**src/rtl/spi_pkg.sv**
```systemverilog
// Purpose: shared types and defaults for the SPI transmit arbiter slice.
// Latency: n/a (types, constants and a width helper only).
// Backpressure: n/a.
//
// Contents:
//   SPI_DATA_WIDTH / SPI_LINES : default payload shape (bits per lane, lanes)
//   state_t                    : arbiter FSM state encoding
//   payload_t                  : LINES x DATA_WIDTH packed payload at default shape
//   cnt_width()                : bits needed to hold a count of 0..max_val
package spi_pkg;

   localparam int SPI_DATA_WIDTH = 8;
   localparam int SPI_LINES      = 6;

   typedef enum logic [2:0] {
      ST_IDLE,
      ST_LAUNCH,
      ST_WAIT_START,
      ST_WAIT_DONE,
      ST_GAP
   } state_t;

   typedef logic [SPI_LINES-1:0][SPI_DATA_WIDTH-1:0] payload_t;

   // A counter that must hold every value 0..max_val without wrapping.
   function automatic int cnt_width(input int max_val);
      return $clog2(max_val + 1);
   endfunction

endpackage

```
**src/rtl/rr_arb2.sv**
```systemverilog
// Purpose: two-way round-robin pick between req0 and req1.
// Latency: purely combinational, zero cycles.
// Backpressure: none; the caller gates the result with its own busy state.
//
// Ports:
//   valid0, valid1 : request valids
//   last_grant     : index of the requester that won most recently
//   winner         : index of the requester that should be served next
//   any_valid      : at least one requester is valid
module rr_arb2 (
   input  logic valid0,
   input  logic valid1,
   input  logic last_grant,
   output logic winner,
   output logic any_valid
);

   always_comb begin
      any_valid = valid0 | valid1;
      // On a tie the requester that did not win last time goes next;
      // otherwise whichever is valid wins (defaults to 0 when neither is).
      if (valid0 && valid1) begin
         winner = ~last_grant;
      end else begin
         winner = valid1;
      end
   end

endmodule

```
**src/rtl/spi_tx_arbiter.sv**
```systemverilog
// Purpose: round-robin arbiter feeding two requesters into one SPI sender with trigger/CS handshake.
// Latency: accept -> trigger 1 cycle; CS high -> done_out 1 cycle; then GAP_CYCLES idle before next accept.
// Backpressure: readies are high only in IDLE for the round-robin winner; anything else waits.
//
// Ports:
//   clk_in, rst_n_in                  : system clock, synchronous active-low reset
//   req0_valid/data/ready             : bulk depth-data requester
//   req1_valid/data/ready             : control/status requester
//   spi_data_out                      : payload held for the sender from accept to next accept
//   spi_trigger_out                   : one-cycle start pulse to the sender
//   spi_cs_in                         : sender chip-select, low while a transaction runs
//   grant_out                         : owner of the current/last transaction
//   done_out, timeout_out             : one-cycle completion / abort pulses
module spi_tx_arbiter
   import spi_pkg::*;
#(
   parameter int DATA_WIDTH     = SPI_DATA_WIDTH,
   parameter int LINES          = SPI_LINES,
   parameter int GAP_CYCLES     = 4,     // at least 1
   parameter int TIMEOUT_CYCLES = 4096   // at least 2
) (
   input  logic                             clk_in,
   input  logic                             rst_n_in,

   input  logic                             req0_valid_in,
   input  logic [LINES-1:0][DATA_WIDTH-1:0] req0_data_in,
   output logic                             req0_ready_out,

   input  logic                             req1_valid_in,
   input  logic [LINES-1:0][DATA_WIDTH-1:0] req1_data_in,
   output logic                             req1_ready_out,

   output logic [LINES-1:0][DATA_WIDTH-1:0] spi_data_out,
   output logic                             spi_trigger_out,
   input  logic                             spi_cs_in,

   output logic                             grant_out,
   output logic                             done_out,
   output logic                             timeout_out
);

   localparam int TO_W  = cnt_width(TIMEOUT_CYCLES);
   localparam int GAP_W = cnt_width(GAP_CYCLES);

   localparam logic [TO_W-1:0]  TO_LAST  = TO_W'(TIMEOUT_CYCLES - 1);
   localparam logic [TO_W-1:0]  TO_ONE   = TO_W'(1);
   localparam logic [GAP_W-1:0] GAP_LAST = GAP_W'(GAP_CYCLES - 1);
   localparam logic [GAP_W-1:0] GAP_ONE  = GAP_W'(1);

   state_t           state;
   logic             last_grant;
   logic [TO_W-1:0]  to_cnt;
   logic [TO_W-1:0]  to_cnt_nxt;
   logic [GAP_W-1:0] gap_cnt;

   logic             arb_winner;
   logic             arb_any;
   logic             offer;
   logic             accept0;
   logic             accept1;
   logic             to_hit;

   rr_arb2 u_rr_arb2 (
      .valid0     (req0_valid_in),
      .valid1     (req1_valid_in),
      .last_grant (last_grant),
      .winner     (arb_winner),
      .any_valid  (arb_any)
   );

   // Readies are combinational so a valid in IDLE is taken the same cycle.
   // Gating with rst_n_in keeps both low while reset is held even though
   // the state register already reads IDLE.
   assign offer          = rst_n_in && (state == ST_IDLE) && arb_any;
   assign req0_ready_out = offer && !arb_winner;
   assign req1_ready_out = offer &&  arb_winner;

   assign accept0 = req0_valid_in && req0_ready_out;
   assign accept1 = req1_valid_in && req1_ready_out;

   // The abort fires on the edge where the counter would step onto
   // TIMEOUT_CYCLES-1, so the pulse lands TIMEOUT_CYCLES cycles after LAUNCH
   // and the counter itself never has to go past that value.
   assign to_cnt_nxt = to_cnt + TO_ONE;
   assign to_hit     = (to_cnt_nxt == TO_LAST);

   always_ff @(posedge clk_in) begin
      if (!rst_n_in) begin
         state           <= ST_IDLE;
         last_grant      <= 1'b1;       // req0 wins the first tie
         grant_out       <= 1'b0;
         spi_data_out    <= '0;
         spi_trigger_out <= 1'b0;
         done_out        <= 1'b0;
         timeout_out     <= 1'b0;
         to_cnt          <= '0;
         gap_cnt         <= '0;
      end else begin
         spi_trigger_out <= 1'b0;
         done_out        <= 1'b0;
         timeout_out     <= 1'b0;

         case (state)
            ST_IDLE: begin
               if (accept0 || accept1) begin
                  spi_data_out    <= accept1 ? req1_data_in : req0_data_in;
                  grant_out       <= accept1;
                  last_grant      <= accept1;
                  // Registered so it is high exactly during the LAUNCH cycle.
                  spi_trigger_out <= 1'b1;
                  state           <= ST_LAUNCH;
               end
            end

            ST_LAUNCH: begin
               to_cnt <= '0;
               state  <= ST_WAIT_START;
            end

            ST_WAIT_START: begin
               to_cnt <= to_cnt_nxt;
               if (to_hit) begin
                  timeout_out <= 1'b1;
                  gap_cnt     <= '0;
                  state       <= ST_GAP;
               end else if (!spi_cs_in) begin
                  state <= ST_WAIT_DONE;
               end
            end

            ST_WAIT_DONE: begin
               to_cnt <= to_cnt_nxt;
               // A completion seen on the same edge as the limit still counts
               // as a completion.
               if (spi_cs_in) begin
                  done_out <= 1'b1;
                  gap_cnt  <= '0;
                  state    <= ST_GAP;
               end else if (to_hit) begin
                  timeout_out <= 1'b1;
                  gap_cnt     <= '0;
                  state       <= ST_GAP;
               end
            end

            ST_GAP: begin
               if (gap_cnt == GAP_LAST) begin
                  state <= ST_IDLE;
               end else begin
                  gap_cnt <= gap_cnt + GAP_ONE;
               end
            end

            default: begin
               state <= ST_IDLE;
            end
         endcase
      end
   end

endmodule

```
**config.mk**
```make
export PLATFORM = sky130hd
export DESIGN_NAME = spi_tx_arbiter
export DESIGN_NICKNAME = d
export VERILOG_FILES = /design/src/rtl/spi_pkg.sv /design/src/rtl/rr_arb2.sv /design/src/rtl/spi_tx_arbiter.sv
export SDC_FILE = /design/constraint.sdc
export NUM_CORES = 1
export LEC_CHECK = 0
export CAP_MARGIN = 25
export CORE_MARGIN = 2
export CORE_UTILIZATION = 33
export DETAILED_ROUTE_END_ITERATION = 8
export DONT_BUFFER_PORTS = 1
export PLACE_DENSITY_LB_ADDON = 0.15
export SLEW_MARGIN = 10
export SYNTH_ARGS = -nofsm -noshare
export SYNTH_HDL_FRONTEND = slang
export SYNTH_SLANG_ARGS = --single-unit
```
**constraint.sdc**
```tcl
create_clock -name clk_in -period 3.65 [get_ports clk_in]
set_input_delay 0.1825 -clock clk_in [delete_from_list [all_inputs] [get_ports clk_in]]
set_output_delay 0.1825 -clock clk_in [all_outputs]
set_load 0.01 [all_outputs]
```
==> results.txt <==
Chip Width - 105.0 um
Tot Pwr - 0.002097 W
Crit path capture type - flip-flop
Origin of the critical flop-to-flop path - state[2]$_SDFFE_PN0P_
GPL Wtd Cong - 0.8699
Gr ovfl total - 0
DRT Wirelength - 8996 um
Worst EP arrival - 2.88 ns
Maxcap violations - 0
Die H - 105.0 um
Critical path, cell by cell - nand2b_1 -> nor3_1 -> o21ai_4 -> buf_4 -> nand2_1 -> a31oi_1 -> dlygate4sd3_1
Reg2reg setup slack - 1.01 ns
GRT Overall Usage - 0.1614
CTS Buf Count - 9
Number of remaining DRC errors - 0
Crit path kind - flip-flop to flip-flop
Wirelength per Cell - 16.01 um
DP HPWL - 5983 um
Via Count - 2983
Final Instance Area - 4093 um2
CTS HTree Levels - 3
First-iteration detailed-routing DRC count - 123
Slowest-stage cell, CP - dlygate4sd3_1
P&R area growth vs syn - 21.69%
Clk buf depth - 2
Yosys cell types - 48
DR pass1 iterations - 7
Finished Layout Cells - 562
Max Clk Rate - 0.3787 GHz
Ant. Diodes - 0
Hold endpoint - timeout_out$_SDFF_PN0_
CTS tree - yes
Core Area - 9819 um2
I/O pins - 155
CP required - 3.89 ns
Crit share post-route - 0.7235
Biggest area consumer among synthesized cells - dfxtp_1
Async set or reset register ratio after synthesis - 0
Final Hold Vio Count - 0
Ys Warns - 0
Setup crit start kind - flip-flop
Worst slack, placed - 1.452 ns
Worst-margin pin slew - 0.7581 ns
Vias in the first global route - 2869
Pwr dens - 512.4 nW/um2
Starting Density - 0.3425
Share of cells above drive strength 1 - 0.06527
Status - finished clean
Reg2Reg Depth - 7
Main flop type after synthesis - dfxtp_1
Reg-to-Reg End - spi_data_out[41]$_SDFFE_PN0P_
Endpoints failing setup - 0
Synthesized cell area - 3363 um2
Clock root cell - clkbuf_8
Worst Skew - 0.01271 ns
Synth area leaders - dfxtp_1, mux2i_1, nand3_1, nand2_1, o21ai_1
Max_slew headroom - 0.4940
Number of flops mapped to enable cells by yosys - 0
Post-Syn Nets - 505
Nets - 529
Synthesized instance count - 400
Worst-skew pair later-pin latency - 0.36 ns
Sequential-to-total area share from yosys stat - 0.4286
First-pass GRT wire length - 14300 um
Largest net degree at the start of global routing - 58
DP Cell Count - 503
Setup Buffers After CTS - 0
FF+latch count, synth - 72
Synth top area share - 0.4286
Pins Over Slew Limit - 0
Clock Sinks - 72
Area after DPL - 3426 um2
LEAKAGE - 1.667 nW
Hold crit path type - input pin to flip-flop
Setup TNS - 0 ns
Hold Crit Depth - 2
Tmin final - 2.641 ns
DIE AREA - 11020 um2
Worst stage delay on the critical path - 0.60 ns
Worst VDD drop - 0.0002114 V
Clk slew on worst S/H paths - 0.08 ns
Initial antenna violation count - 0
Remaining antenna violation count - 0
Post-route setup slack - 1.009 ns
Port-buffer cells - 0
Mean area per synthesized cell - 8.408 um2
Crit Path Max Fanout - 57
RSZ-0062 raised after global routing - false
Hold_sp - rst_n_in
Vias per cell - 5.308
Rows - 36
[cell type report]
| class | count | area [um2] |
|---|---|---|
| clock buffers | 9 | 123.9 |
| well taps | 133 | 166.4 |
| repair buffers | 46 | 462.9 |
| clock inverters | 7 | 102.6 |
| inverters | 7 | 26.28 |
| multi-input cells | 288 | 1769 |
| flip-flops and latches | 72 | 1441 |
| fillers | 1030 | 5727 |
[sequential cells by signal, summed over array words and instances (netlist names)]
| register | flops |
|---|---|
| spi_data_out | 48 |
| to_cnt | 13 |
| gap_cnt | 3 |
| state | 3 |
| done_out | 1 |
| grant_out | 1 |
| last_grant | 1 |
| spi_trigger_out | 1 |
| timeout_out | 1 |
[where the power goes]
part,internal (W),switching (W)
Sequential,0.000891,0.000126
Combinational,0.000146,0.000210
Clock,0.000393,0.000330
Total,0.00143,0.000667
[through the flow]
stage,hold WS (ns),utilization
after floorplan,0.2854,-
after global routing,0.007590,0.4168
after CTS,0.0004886,0.4168
after detailed placement,0.2775,0.3489
after global placement,0.2627,0.3489
final,0.01088,0.4168
[worst max-delay path: cells and delay by family (launching register included)]
kind	cells	cell delay (ns)
buffers and inverters	2	0.98
AOI/OAI and AO/OA	2	0.42
DFF	1	0.36
and+or+nand+nor	3	0.72
[Yosys cell counts, types with 2 or more instances]
| master | n |
|---|---|
| a211oi_1 | 2 |
| a21boi_0 | 2 |
| a21oi_1 | 9 |
| a311oi_1 | 3 |
| a31oi_1 | 17 |
| and3_1 | 2 |
| and3b_1 | 2 |
| buf_1 | 2 |
| buf_2 | 15 |
| clkbuf_1 | 16 |
| dfxtp_1 | 72 |
| ha_1 | 4 |
| inv_1 | 5 |
| inv_2 | 2 |
| mux2i_1 | 36 |
| nand2_1 | 41 |
| nand2b_1 | 2 |
| nand3_1 | 63 |
| nand3b_1 | 2 |
| nand4_1 | 3 |
| nand4b_1 | 2 |
| nor2_1 | 12 |
| nor2b_1 | 3 |
| nor3_1 | 6 |
| nor4b_1 | 2 |
| o21a_1 | 4 |
| o21ai_0 | 21 |
| o21ai_1 | 29 |
| o2bb2ai_1 | 2 |
[placed cells by master, fill, tap and decap left out, types with 2 or more instances in the layout]
cell and count:
nand4b_1 2, nand2_1 41, nand3b_1 2, dlygate4sd3_1 42, nor3_1 6, nor4b_1 2
and3b_1 2, clkinv_4 2, and3_1 2, o21ai_0 21, bufinv_16 2, buf_4 3
clkbuf_8 9, nor2b_1 3, o2bb2ai_1 2, a211oi_1 2, ha_1 4, a31oi_1 17
nand4_1 3, nand3_2 2, a21oi_1 9, o21a_1 4, nand3_1 62, o21ai_1 28
mux2i_1 36, a311oi_1 3, a21boi_0 2, nor2_1 12, inv_2 2, dfxtp_1 72
inv_1 5, nand2b_1 2
[layer usage]
layer | GRT usage | up-vias | share of wire
li1 | - | 1496 | -
met1 | 0.1981 | 1348 | 0.42
met2 | 0.2565 | 120 | 0.47
met3 | 0.04616 | 19 | 0.076
met4 | 0.08286 | 0 | 0.028
met5 | 0 | - | 0
[worst max path at each step]
stage                           start                       endpoint  slack [ns]  cells past startpoint
2_1_floorplan  to_cnt[1]$_SDFFE_PN0P_        gap_cnt[1]$_SDFFE_PN0P_        1.73                      7
3_5_place_dp    state[2]$_SDFFE_PN0P_                 req0_ready_out        1.45                      5
5_1_grt         state[2]$_SDFFE_PN0P_  spi_data_out[25]$_SDFFE_PN0P_        0.81                      7
4_1_cts         state[2]$_SDFFE_PN0P_   spi_data_out[4]$_SDFFE_PN0P_         1.0                      7
6_report        state[2]$_SDFFE_PN0P_  spi_data_out[41]$_SDFFE_PN0P_        1.01                      7
3_3_place_gp   to_cnt[0]$_SDFFE_PN0P_        gap_cnt[2]$_SDFFE_PN0P_        1.52                      6
[cells by family (layout without fill, tap and decap cells)]
group	Yosys count	count (layout)	share of synthesized area
compound gates	97	97	0.1689
xor+xnor	1	1	0.002605
fa+ha+maj	4	4	0.01488
buf+inv	40	69	0.05023
flops	72	72	0.4286
mux	36	36	0.1071
simple gates	150	150	0.2277
[timing repair]
item                                   4_1_cts  5_1_grt
resized for setup                            0        0
endpoints found under the hold margin       58        0
hold buffers                                43        0
setup endpoints to repair                    0        0
(Power assumes the default switching activity.)
